`config.mk`:
```
export PLATFORM = sky130hd
export DESIGN_NAME = ahblite_master_stage
export DESIGN_NICKNAME = d
export VERILOG_FILES = /design/src/rtl/ahblite_master_stage.sv
export SDC_FILE = /design/constraint.sdc
export NUM_CORES = 1
export LEC_CHECK = 0
export BUFFER_PORTS_ARGS = -buffer_cell sky130_fd_sc_hd__clkbuf_2
export CAP_MARGIN = 20
export CORE_MARGIN = 2
export CORE_UTILIZATION = 37
export DETAILED_ROUTE_END_ITERATION = 10
export GPL_TIMING_DRIVEN = 0
export PLACE_DENSITY = 0.79
export SYNTH_ARGS = -nofsm -noshare
export SYNTH_HDL_FRONTEND = slang
export SYNTH_SLANG_ARGS = --single-unit
```
`constraint.sdc`:
```
create_clock -name HCLK -period 2.19 [get_ports HCLK]
set_clock_uncertainty 0.15 [all_clocks]
set_input_delay 0.3285 -clock HCLK [delete_from_list [all_inputs] [get_ports HCLK]]
set_output_delay 0.3285 -clock HCLK [all_outputs]
set_load 0.1 [all_outputs]
```
`src/rtl/ahblite_master_stage.sv`:
```
// Per-master AHB-Lite front end: decodes the address phase to a slave request,
// holds it until granted, and muxes the selected slave's data-phase response.
// Optional build macro AHBLITE_MS_REMAP_EN adds a REMAP input swapping regions 0/1.
//
// state | meaning
// IDLE  | no data phase outstanding; ready to sample a new address
// DATA  | data phase in progress on slave dsel
// HOLD  | address to slave hsel waiting for grant; master stalled
// ERR1  | default-slave ERROR, first cycle (HREADY low)
// ERR2  | default-slave ERROR, second cycle (HREADY high)
module ahblite_master_stage #(
  parameter int          NUM_SLAVES = 4,
  parameter logic [15:0] SLAVE_EN   = 16'h000F
) (
  input  logic                       HCLK,
  input  logic                       HRESETN,
  input  logic [31:0]                HADDR,
  input  logic [1:0]                 HTRANS,
  input  logic                       HWRITE,
  input  logic [2:0]                 HSIZE,
`ifdef AHBLITE_MS_REMAP_EN
  input  logic                       REMAP,
`endif
  output logic [31:0]                HRDATA,
  output logic                       HREADY,
  output logic                       HRESP,
  output logic [NUM_SLAVES-1:0]      REQ,
  output logic [31:0]                ADDR_O,
  output logic [1:0]                 TRANS_O,
  output logic                       WRITE_O,
  output logic [2:0]                 SIZE_O,
  input  logic [NUM_SLAVES-1:0]      GNT,
  input  logic [NUM_SLAVES-1:0]      SREADY,
  input  logic [32*NUM_SLAVES-1:0]   HRDATA_S,
  input  logic [NUM_SLAVES-1:0]      HRESP_S
);

  localparam int SW = (NUM_SLAVES > 1) ? $clog2(NUM_SLAVES) : 1;

  typedef enum logic [2:0] {
    S_IDLE,
    S_DATA,
    S_HOLD,
    S_ERR1,
    S_ERR2
  } state_t;

  state_t          r_state;
  state_t          w_state_nxt;
  logic [SW-1:0]   r_dsel;
  logic [SW-1:0]   r_hsel;
  logic [SW-1:0]   w_dsel_nxt;
  logic [SW-1:0]   w_hsel_nxt;
  logic [31:0]     r_haddr;
  logic [1:0]      r_htrans;
  logic            r_hwrite;
  logic [2:0]      r_hsize;
  logic            w_hold_ld;

  logic [3:0]      w_region;
  logic [3:0]      w_target;
  logic            w_valid;
  logic [SW-1:0]   w_tidx;
  logic            w_dpr;
  logic            w_new;

  // Region decode; the remap swap is applied before the enable check so the
  // target slave's enable bit governs validity.
  always_comb begin
    w_region = HADDR[31:28];
    w_target = w_region;
`ifdef AHBLITE_MS_REMAP_EN
    if (REMAP && (w_region[3:1] == 3'b000))
      w_target = {w_region[3:1], ~w_region[0]};
`endif
    w_valid = ({1'b0, w_target} < 5'(NUM_SLAVES)) && SLAVE_EN[w_target];
    w_tidx  = w_target[SW-1:0];
  end

  always_comb begin
    w_dpr = 1'b1;
    unique case (r_state)
      S_IDLE:  w_dpr = 1'b1;
      S_DATA:  w_dpr = SREADY[r_dsel];
      S_HOLD:  w_dpr = 1'b0;
      S_ERR1:  w_dpr = 1'b0;
      S_ERR2:  w_dpr = 1'b1;
      default: w_dpr = 1'b1;
    endcase
  end

  // HOLD and ERR1 always have dpr low, so this only fires in IDLE/DATA/ERR2.
  assign w_new  = w_dpr & HTRANS[1];
  assign HREADY = w_dpr;

  always_comb begin
    HRESP  = 1'b0;
    HRDATA = 32'h0;
    unique case (r_state)
      S_DATA: begin
        HRESP  = HRESP_S[r_dsel];
        HRDATA = HRDATA_S[{r_dsel, 5'b00000} +: 32];
      end
      S_ERR1, S_ERR2: HRESP = 1'b1;
      default: ;
    endcase
  end

  always_comb begin
    REQ     = '0;
    ADDR_O  = 32'h0;
    TRANS_O = 2'b00;
    WRITE_O = 1'b0;
    SIZE_O  = 3'b000;
    if (r_state == S_HOLD) begin
      REQ[r_hsel] = 1'b1;
      ADDR_O      = r_haddr;
      TRANS_O     = r_htrans;
      WRITE_O     = r_hwrite;
      SIZE_O      = r_hsize;
    end else if (w_new && w_valid) begin
      REQ[w_tidx] = 1'b1;
      ADDR_O      = HADDR;
      TRANS_O     = HTRANS;
      WRITE_O     = HWRITE;
      SIZE_O      = HSIZE;
    end
  end

  always_comb begin
    w_state_nxt = r_state;
    w_dsel_nxt  = r_dsel;
    w_hsel_nxt  = r_hsel;
    w_hold_ld   = 1'b0;
    unique case (r_state)
      S_HOLD: begin
        if (GNT[r_hsel]) begin
          w_state_nxt = S_DATA;
          w_dsel_nxt  = r_hsel;
        end
      end
      S_ERR1: w_state_nxt = S_ERR2;
      default: begin
        if (w_dpr) begin
          if (!HTRANS[1]) begin
            w_state_nxt = S_IDLE;
          end else if (!w_valid) begin
            w_state_nxt = S_ERR1;
          end else if (GNT[w_tidx]) begin
            w_state_nxt = S_DATA;
            w_dsel_nxt  = w_tidx;
          end else begin
            w_state_nxt = S_HOLD;
            w_hsel_nxt  = w_tidx;
            w_hold_ld   = 1'b1;
          end
        end
      end
    endcase
  end

  always_ff @(posedge HCLK or negedge HRESETN) begin
    if (!HRESETN) begin
      r_state  <= S_IDLE;
      r_dsel   <= '0;
      r_hsel   <= '0;
      r_haddr  <= 32'h0;
      r_htrans <= 2'b00;
      r_hwrite <= 1'b0;
      r_hsize  <= 3'b000;
    end else begin
      r_state <= w_state_nxt;
      r_dsel  <= w_dsel_nxt;
      r_hsel  <= w_hsel_nxt;
      if (w_hold_ld) begin
        r_haddr  <= HADDR;
        r_htrans <= HTRANS;
        r_hwrite <= HWRITE;
        r_hsize  <= HSIZE;
      end
    end
  end

endmodule

```
* After elaboration in Yosys (flattened, before gate mapping)
Memories as Yosys holds them, arrays and structs flattened.
Cells that the tools add are included.
** Storage, ports and cells
- Memories :: 1
- Memory bits (read-only) :: 16
- Register bits after elaboration :: 45
- Word-level logic and storage cells :: 82
- Input port bits :: 180
** Operators by class
- Muxes and demuxes :: 43
- Bitwise logic cells :: 4
- Reductions and logical operators :: 14
- Eq/ne operators :: 5
- Shift operators :: 1
- $lt $le $gt $ge :: 7
** Memory list
- (no name shown) :: depth 16, width 1, read ports 1, clocked after memory_dff 0, wr ports 0, line 76 : w_valid = ({1'b0, w_target} < 5'(NUM_SLAVES)) && SLAVE_EN[w_target];
** Operators by type and width (count)
- 128-bit by 8-bit indexed part select with 32-bit output :: 1
- 32-bit two-way mux :: 3
- 2-bit two-way mux :: 10
- 1-bit two-way mux :: 14
- 3-bit two-way mux :: 4
- 2-bit by 3-bit less-than comparator with 1-bit output (second input constant) :: 3
- 1-bit binary-select mux with 2-bit select :: 4
- 4-bit two-way mux :: 2
- 2-bit nonzero test :: 4
- 3-bit by 2-bit == test with 1-bit output (second input constant) :: 2
- 3-bit case mux with 2 select lines :: 1
- 6-bit AND reduction :: 1
- 4-bit by 5-bit less-than comparator with 1-bit output (second input constant) :: 1
- 5-bit AND reduction :: 1
- 1-bit demux with 2-bit select :: 2
- 2-bit by 1-bit greater-or-equal comparator with 1-bit output (second input constant) :: 2
- 1-bit logical AND :: 4
- 4-bit by 3-bit less-than comparator with 1-bit output (second input constant) :: 1
- 1-bit case mux with 2 select lines :: 2
- 2-bit case mux with 2 select lines :: 1
- 2-bit OR reduction :: 2
- 3-bit by 1-bit == test with 1-bit output (second input constant) :: 1
- 3-bit == test (second input constant) :: 1
- 1-bit NOT :: 3
- 4 further kinds :: 4

* Longest topological paths before layout
Gate-level depths: netlist of run 1.
- Depth after elaboration :: 7
- Depth in mapped cells :: 6
- Depth with buffers taken out :: 4

* Worst setup path before layout of run 1
Ideal clock, no wire load.
- Kind :: register to output
- Start point :: reg r_state[2]
- End point :: out HRDATA[10]
- Buffers on the path :: 2
- Cell stages (with the launch flop) :: 5
- Data required time :: 1.712 ns
- Data arrival time :: 2.529 ns
- Slack :: -0.818 ns
- Cells stage by stage :: dfrtp_1 -> or3b_1 -> clkbuf_1 -> clkbuf_1 -> nor2b_1
** On the way
- Cells in the longest elaborated chain, start to end :: 2
** Ends and longest elaborated chain
- from (decl) :: line 48 : state_t r_state;
- from (signal assigned) :: line 172 : r_state <= w_state_nxt;
- 3-bit by 1-bit == test with 1-bit output :: line 99 : unique case (r_state)
- 32-bit two-way mux :: line 99
- to (decl) :: line 24 : output logic [31:0] HRDATA,
No other way between the ends.

* Worst setup path after layout of run 1
- Start point :: reg r_dsel[0]
- End point :: out HRDATA[25]
** On the way
- Cells in the longest elaborated chain, start to end :: 2
** Ends and longest elaborated chain
- from (decl) :: line 50 : logic [SW-1:0] r_dsel;
- from (signal assigned) :: line 173 : r_dsel <= w_dsel_nxt;
- 128-bit by 8-bit indexed part select with 32-bit output :: line 102 : HRDATA = HRDATA_S[{r_dsel, 5'b00000} +: 32];
- 32-bit two-way mux :: line 99
No other way between the ends.

==> results of run 1 <==
==> stage by stage <==
stage,cells,instance area [um^2],power [uW],util
6_report,664,7780,13700,0.850
5_1_grt,664,7780,14100,0.850
4_1_cts,660,7720,13400,0.844
3_5_place_dp,622,5570,9570,0.609
3_3_place_gp,621,5550,9440,0.607
2_1_floorplan,257,4150,8510,-
==> critical path: stages, from the launching register on <==
cell and delay (ns):
dfrtp_1 0.42, buf_4 0.15, buf_6 0.12, buf_6 0.12
buf_12 0.12, buf_8 0.12, buf_4 0.13, mux4_2 0.47
nor2b_4 0.16, clkbuf_16 0.19
==> registers in the layout, summed over array words and instances (netlist names) <==
register  flops
r_haddr      32
r_hsize       3
r_state       3
r_dsel        2
r_hsel        2
r_htrans      2
r_hwrite      1
==> cell usage in the layout, fill, tap and decap left out, drive strengths merged, types with 2 or more instances in the layout <==
master,instances
clkbuf,276
dfrtp,45
buf,43
mux2,37
nor2b,37
mux4,36
a22o,35
nor2,6
and2,4
inv,3
a32o,3
nor3,3
nand2b,2
or2,2
nand2,2
o211ai,2
a21o,2
==> final cells by class <==
type / count / area (um^2) / share of cell area
clock inverter: 2 / 35.0 / 0.00450
multi-input combinational: 183 / 2830 / 0.364
timing repair buffer: 290 / 3250 / 0.418
inverter: 3 / 11.3 / 0.00145
sequential: 45 / 1130 / 0.145
tap: 111 / 139 / 0.0179
buffer: 25 / 318 / 0.0408
clock buffer: 5 / 68.8 / 0.00885
==> routing by layer <==
metal  vias to the layer above  GRT usage  wire length [um]
met4                         0      0.102               591
met1                      1916      0.333              5800
met3                        44     0.0784              1190
met5                         -          0                 0
met2                       220      0.591              8960
li1                       1603          -                 -
==> where the power goes <==
part / total (uW) / switching [uW] / internal (uW)
clock network: 624 / 292 / 332
logic: 11500 / 6130 / 5390
registers: 1600 / 373 / 1230
==> kinds of logic (layout without fill, tap and decap cells) <==
family	after synthesis	in the layout
mux	73	73
compound gates	50	50
simple gates	60	60
buf+inv	29	325
flops	45	45
==> worst min-delay path by stage <==
| stage | depth (start not counted) | from | end | slack (ns) |
|---|---|---|---|---|
| floorplan | 0 | HRESETN | r_dsel[0] | -0.12 |
| global placement | 1 | r_htrans[1] | r_htrans[1] | 0.33 |
| detailed placement | 1 | HRESETN | r_haddr[17] | 0.16 |
| CTS | 2 | HADDR[0] | r_haddr[0] | 0.13 |
| global route | 2 | HADDR[15] | r_haddr[15] | 0.14 |
| finish | 2 | HADDR[25] | r_haddr[25] | 0.13 |
==> repair_timing <==
item                                    CTS  global route
endpoints found under the hold margin    18             0
buffers inserted                         24             4
hold buffers                              1             0
pin swaps                                 6             5
endpoints found under the setup margin  114           114
resized for setup                       278             6
gates cloned                              6             1
==> impl_metrics.py, run 1 <==
metrics = {
    "synthesis": {
        "synth_top_family_by_area": "multiplexers",
        "yosys_register_bits": 45,
        "yosysMostFrequentCell": "dfrtp_1",
        "synth_ff_type": "dfrtp_1",
        "post_synth_and_or_nand_nor_area_fraction": 0.107,
        "synthMuxAreaShare": 0.396,
        "ys_types": 33,
        "synth_edf_count": 0,
        "synth.area.top_cells": "dfrtp_1, mux4_2, mux2_4",
        "synth_top_cell_area_share": 0.326,
        "ys_warn_count": 0,
        "synth-xor-area-share": 0,
        "netlist_instances": 257,
        "netlist_area_um2": 3450,
        "synth_compound_area_frac": 0.127,
        "synth_fa_ha_area_frac": 0,
        "synthTopCellsByCount": "dfrtp_1, mux2_4, nor2b_1, mux4_2, a22o_1",
        "syn-num-nets": 437,
        "yosys.area.top_type": "dfrtp_1",
        "seq_area_frac_synth": 0.326,
        "avgSynthCellArea_um2": 13.4,
        "async_flop_share": 1.00,
    },
    "setup_path": {
        "cp-start-kind": "flip-flop",
        "rrSetupSlack_ns": -0.04,
        "path_max_fanout": 4,
        "r2r_end": "r_haddr[13]",
        "worstSetupPathType": "reg2out",
        "r2r_start": "r_dsel[1]",
        "cp.required_ns": 1.71,
        "startpoint": "r_dsel[0]",
        "r2r_cells": 7,
        "critPathCapture": "HRDATA[25]",
        "cp_data_arrival_time_ns": 2.28,
        "end_kind": "output pin",
    },
    "sta": {
        "maxSlewHeadroom": 0.650,
        "setup_slack_ns": -0.571,
        "rsz0062_at_grt": "yes",
        "tightest_slew_ns": 0.525,
        "fin_crit_sh": 1.26,
        "whs_ns": 0.135,
        "final_max_slew_viol_count": 0,
        "max_freq_mhz": 362,
        "hold_viol": 0,
        "period_minus_slack_ns": 2.76,
        "setup_violations": 100,
        "tns_ns": -34.61,
    },
    "hold_path": {
        "hp-class": "in2reg",
    },
    "grt": {
        "grt_max_degree": 28,
        "first_global_vias": 4221,
        "grt_antenna_before_repair": 0,
        "grt_use_total": 0.311,
        "grt_pass1_wl_mm": 23.8,
        "grt_overflow": 0,
    },
    "finish": {
        "num_antenna_cells": 0,
        "nets": 733,
        "n_fill_cell": 379,
        "drive_above_1_share": 0.866,
        "areaGrowthSynthToFinish_pct": 125,
    },
    "clock_network": {
        "clk_pin_slew_ns": 0.09,
        "numCtsBuffers": 5,
        "cts-root-buf": "clkbuf_8",
        "cts_max_level": 2,
        "cts_tree": "built",
        "clock_sinks": 45,
        "clk_latency_ns": 0.30,
        "clockBufferDepth": 2,
    },
    "placed_design": {
        "preCtsSetupSlack_ns": -0.716,
        "io_buffers": 253,
        "gp_congestion": 0.901,
        "hpwl_mm": 9.99,
    },
    "route": {
        "vias": 3783,
        "drt_iter0_drc": 188,
        "dr.pass1.iters": 4,
        "detail_route.vias_per_cell": 5.70,
        "ant_nets": 0,
        "routed_wl_mm": 16.5,
        "drc": 0,
        "avgRoutedWirePerCell_um": 24.9,
    },
    "floorplanning": {
        "core_um2": 9150,
        "ios": 256,
        "die_w_um": 101,
        "initial_core_util": 0.377,
        "die_h_um": 101,
        "num_rows": 35,
        "die_area_um2": 10100,
    },
    "power_and_ir_drop": {
        "vdd_ir_drop_max_mv": 1.10,
        "powerDensity_nw_per_um2": 1770,
        "leakage_uw": 0.00376,
    },
    "outcome": {
        "status": "complete, but fails checks",
        "violations": "setup timing",
    },
    "flow_run": {
        "maxCapViolCount": 0,
    },
}
Note: power is estimated with default switching activity, not from simulation.
==> run 2: changes to the inputs <==
--- a/config.mk
+++ b/config.mk
@@ -5,7 +5,7 @@
 export SDC_FILE = /design/constraint.sdc
 export NUM_CORES = 1
 export LEC_CHECK = 0
-export BUFFER_PORTS_ARGS = -buffer_cell sky130_fd_sc_hd__clkbuf_2
+export BUFFER_PORTS_ARGS = -buffer_cell sky130_fd_sc_hd__buf_4
 export CAP_MARGIN = 20
 export CORE_MARGIN = 2
 export CORE_UTILIZATION = 37
==> impl_metrics.py, run 2 (synthesis results as in run 1) <==
metrics = {
    "outcome": {
        "status": "complete, but fails checks",
        "violations": "setup timing",
    },
    "clock_network": {
        "cts-root-buf": "clkbuf_8",
        "clk_latency_ns": 0.30,
        "clk_pin_slew_ns": 0.10,
        "clock_sinks": 45,
        "numCtsBuffers": 5,
        "cts_tree": "built",
        "cts_max_level": 2,
        "clockBufferDepth": 2,
    },
    "grt": {
        "grt_use_total": 0.244,
        "grt_antenna_before_repair": 0,
        "grt_max_degree": 46,
        "grt_overflow": 0,
        "grt_pass1_wl_mm": 19.3,
        "first_global_vias": 3704,
    },
    "route": {
        "routed_wl_mm": 14.0,
        "avgRoutedWirePerCell_um": 21.6,
        "drc": 0,
        "dr.pass1.iters": 4,
        "ant_nets": 0,
        "drt_iter0_drc": 108,
        "vias": 3475,
        "detail_route.vias_per_cell": 5.37,
    },
    "setup_path": {
        "cp.required_ns": 1.71,
        "slowest_stage": "mux4_2",
        "cp_data_arrival_time_ns": 2.21,
        "cp_top_family": "multiplexers",
        "end_kind": "output pin",
        "crit_chain": "mux4_2, o211ai_4, nor2_4, buf_8, a32o_4, buf_12",
        "cp-start-kind": "flip-flop",
        "path_buf_inv": 2,
        "slowest_delay_ns": 0.58,
        "path_max_fanout": 5,
        "worstSetupPathType": "reg2out",
        "crit_cells": 6,
        "r2r_cells": 12,
    },
    "finish": {
        "final_common_cell": "buf_4",
        "largest_reg_flops": 32,
        "reg.largest.list": "r_haddr (32), r_hsize (3), r_state (3)",
        "drive_above_1_share": 0.862,
        "num_antenna_cells": 0,
        "areaGrowthSynthToFinish_pct": 115,
        "nets": 716,
        "n_fill_cell": 487,
        "top_register": "r_haddr",
        "final_cell_mix": "buf_4, buf_12, dfrtp_1, mux2_4, mux4_2",
    },
    "floorplanning": {
        "ios": 256,
        "die_area_um2": 10100,
        "num_rows": 35,
        "core_um2": 9150,
        "initial_core_util": 0.377,
        "die_h_um": 101,
        "die_w_um": 101,
    },
    "hold_path": {
        "hp-class": "in2reg",
        "min_path_cells": 2,
    },
    "power_and_ir_drop": {
        "vdd_ir_drop_max_mv": 1.19,
        "finalPower_uw": 12400,
        "leakage_uw": 0.00350,
        "powerDensity_nw_per_um2": 1670,
    },
    "sta": {
        "hold_viol": 0,
        "rsz0062_at_grt": "yes",
        "tightest_slew_ns": 0.585,
        "period_minus_slack_ns": 2.68,
        "fin_crit_sh": 1.23,
        "whs_ns": 0.115,
        "tns_ns": -44.30,
        "maxSlewHeadroom": 0.610,
        "final_max_slew_viol_count": 0,
        "setup_violations": 116,
        "max_freq_mhz": 372,
        "setup_slack_ns": -0.495,
    },
    "placed_design": {
        "io_buffers": 253,
        "gp_congestion": 0.843,
        "hpwl_mm": 9.94,
    },
    "flow_run": {
        "maxCapViolCount": 0,
    },
}
## run 2: cell count changes in the layout (fill, tap and decap cells not counted), moves of 2 or more
cell	previous run	this run
nor2b_4	32	30
nor2b_2	0	2
buf_8	3	7
clkbuf_2	183	7
buf_16	2	0
clkbuf_16	82	3
buf_4	18	195
buf_12	8	70
## run 2: worst reg2reg max path, cell delays in order (launching register included)
cell and delay [ns]:
dfrtp_1 0.39, mux4_2 0.58, o211ai_4 0.25, buf_4 0.15, buf_6 0.09, buf_6 0.08
buf_6 0.08, buf_6 0.08, buf_6 0.09, nor3_4 0.03, buf_6 0.14, buf_4 0.17
mux2_4 0.31
## run 2: layout make-up
cell class                      count  area, um^2  share of cell area
Multi-Input combinational cell    183        2810               0.378
Inverter                            3        11.3             0.00151
Clock buffer                        5        68.8             0.00925
Tap cell                          111         139              0.0187
Clock inverter                      2        13.8             0.00185
Timing Repair Buffer              274        2950               0.396
Sequential cell                    45        1130               0.152
Buffer                             24         315              0.0424
## run 2: repair_timing
item                                    4_1_cts  5_1_grt
endpoints found under the setup margin      114      118
cloned                                        2        1
endpoints found under the hold margin        45        0
hold buffers                                  1        0
gates resized for setup                     145      104
setup buffers                                16        2
pin swaps                                     3        5
## run 2: metal layers
metal / track usage / share of wire / vias up
met3: 0.0631 / 0.083 / 30
met2: 0.439 / 0.54 / 169
met4: 0.0769 / 0.029 / 0
met1: 0.283 / 0.35 / 1707
li1: - / - / 1569
met5: 0 / 0 / -
## run 2: through the flow
stage | area (um^2) | std cells | setup slack [ns] | utilization
after global placement | 6190 | 621 | -0.502 | 0.676
after CTS | 6970 | 646 | -0.513 | 0.761
after floorplan | 4150 | 257 | -0.187 | -
after global routing | 7440 | 647 | -0.556 | 0.812
final | 7440 | 647 | -0.495 | 0.812
after detailed placement | 6190 | 621 | -0.536 | 0.676
## run 2: final timing paths
check,from,to,slack (ns)
min,HADDR[15],r_haddr[15],0.11
min reg2reg,r_htrans[1],r_htrans[1],0.35
max,r_dsel[0],REQ[1],-0.49
min in group asynchronous,HRESETN,r_haddr[14],0.42
max in group asynchronous,HRESETN,r_dsel[1],1.03
max reg2reg,r_dsel[0],r_haddr[13],-0.49
## run 2: power breakdown
part	internal [uW]	switching (uW)
clock network	221	309
logic	4450	5840
registers	1230	353
total	5900	6500
==> run 3: changes to the inputs <==
--- a/config.mk
+++ b/config.mk
@@ -7,7 +7,7 @@
 export LEC_CHECK = 0
 export BUFFER_PORTS_ARGS = -buffer_cell sky130_fd_sc_hd__buf_4
 export CAP_MARGIN = 20
-export CORE_MARGIN = 2
+export CORE_MARGIN = 1.5
 export CORE_UTILIZATION = 37
 export DETAILED_ROUTE_END_ITERATION = 10
 export GPL_TIMING_DRIVEN = 0
==> impl_metrics.py, run 3 (synthesis results as in run 1) <==
metrics = {
    "sta": {
        "final_max_slew_viol_count": 0,
        "maxSlewHeadroom": 0.615,
        "whs_ns": 0.114,
        "fin_crit_sh": 1.22,
        "period_minus_slack_ns": 2.67,
        "max_freq_mhz": 374,
        "tightest_slew_ns": 0.577,
        "setup_violations": 116,
        "rsz0062_at_grt": "yes",
        "hold_viol": 0,
        "setup_slack_ns": -0.483,
    },
    "hold_path": {
        "hp-class": "in2reg",
    },
    "floorplanning": {
        "die_area_um2": 9930,
        "core_um2": 9150,
        "initial_core_util": 0.377,
        "die_h_um": 99.6,
        "die_w_um": 99.6,
        "ios": 256,
        "num_rows": 35,
    },
    "setup_path": {
        "end_kind": "output pin",
        "path_max_fanout": 8,
        "worstSetupPathType": "reg2out",
        "cp-start-kind": "flip-flop",
        "cp_data_arrival_time_ns": 2.19,
        "cp.required_ns": 1.71,
    },
    "finish": {
        "final_cell_mix": "buf_4, buf_12, dfrtp_1, mux2_4, mux4_2",
        "largest_reg_flops": 32,
        "instances_no_fill": 661,
        "design_area_um2": 7770,
        "top_register": "r_haddr",
        "reg.largest.list": "r_haddr (32), r_hsize (3), r_state (3)",
        "areaGrowthSynthToFinish_pct": 125,
        "fin_util": 0.849,
        "n_fill_cell": 438,
        "final_common_cell": "buf_4",
        "drive_above_1_share": 0.865,
        "nets": 728,
    },
    "grt": {
        "top_usage_layer": "met2",
        "grt_use_total": 0.289,
        "grt_overflow": 0,
        "grt_antenna_before_repair": 2,
        "use_met3": 0.0836,
        "first_global_vias": 3840,
        "grt_pass1_wl_mm": 21.9,
        "grt_max_degree": 46,
        "grt_use_met1": 0.325,
        "grt_use_met2": 0.528,
    },
    "placed_design": {
        "io_buffers": 253,
        "gp_congestion": 0.865,
        "preCtsSetupSlack_ns": -0.550,
        "post_dp_cell_area_um2": 6190,
        "hpwl_mm": 10.5,
        "dp.cells": 621,
    },
    "flow_run": {
        "maxCapViolCount": 0,
    },
    "clock_network": {
        "cts-root-buf": "clkbuf_8",
        "cts_max_level": 2,
        "cts_tree": "built",
        "clk_pin_slew_ns": 0.10,
        "numCtsBuffers": 5,
        "clockBufferDepth": 2,
        "clock_sinks": 45,
        "clk_latency_ns": 0.29,
    },
    "route": {
        "avgRoutedWirePerCell_um": 23.3,
        "drc": 0,
        "dr.pass1.iters": 4,
        "ant_nets": 0,
        "vias": 3579,
        "detail_route.vias_per_cell": 5.41,
        "routed_wl_mm": 15.4,
        "drt_iter0_drc": 154,
    },
    "power_and_ir_drop": {
        "powerDensity_nw_per_um2": 1700,
        "leakage_uw": 0.00363,
        "vdd_ir_drop_max_mv": 1.14,
    },
    "outcome": {
        "status": "complete, but fails checks",
        "violations": "setup timing",
    },
}
[run 3: repair_timing]
action / in CTS / in global routing
hold buffers: 1 / 0
hold endpoints to repair: 45 / 0
cloned: 2 / 4
resized for setup: 245 / 48
pin swaps: 2 / 6
buffers inserted: 22 / 7
endpoints found under the setup margin: 114 / 118
[run 3: final timing paths]
kind                        startpoint          end  slack [ns]  cells past startpoint
max                         r_state[2]       REQ[0]       -0.48                      7
min                           HADDR[8]   r_haddr[8]        0.11                      2
max reg2reg                 r_state[2]   r_haddr[0]       -0.42                     12
min reg2reg                r_haddr[30]  r_haddr[30]        0.36                      1
max in group asynchronous      HRESETN    r_dsel[1]        1.02                      2
min in group asynchronous      HRESETN  r_haddr[18]        0.43                      2
[run 3: final cells by class]
class / count / area [um^2] / share of cell area
clock buffer: 6 / 72.6 / 0.00934
antenna: 1 / 2.50 / 0.000322
timing repair buffer: 287 / 3280 / 0.422
clock inverter: 2 / 38.8 / 0.00499
multi-input combinational: 183 / 2830 / 0.364
sequential: 45 / 1130 / 0.145
tap: 111 / 139 / 0.0179
inverter: 3 / 11.3 / 0.00145
buffer: 23 / 268 / 0.0345
[run 3: power by group]
group	internal (uW)	total, uW	switching (uW)
combinational	4920	11000	6050
sequential	1230	1580	351
clock	343	636	293
[run 3: per-stage QoR]
stage	total power [uW]	TNS [ns]
finish	13200	-44.56
CTS	12600	-47.21
floorplan	8510	-6.99
global placement	9880	-21.69
global route	13600	-52.86
detailed placement	10000	-24.33
[run 3: layer usage]
| metal | wire length, um | vias up |
|---|---|---|
| met5 | 17 | - |
| met4 | 490 | 2 |
| met3 | 1180 | 31 |
| met2 | 8300 | 182 |
| met1 | 5430 | 1769 |
| li1 | - | 1595 |
[run 3: worst max-delay path, stage by stage, from the launching register on]
cell and delay (ns):
dfrtp_2 0.41, or3b_1 0.39, clkbuf_8 0.19, o211ai_4 0.21
nor2_4 0.12, buf_8 0.15, a32o_4 0.26, buf_12 0.16
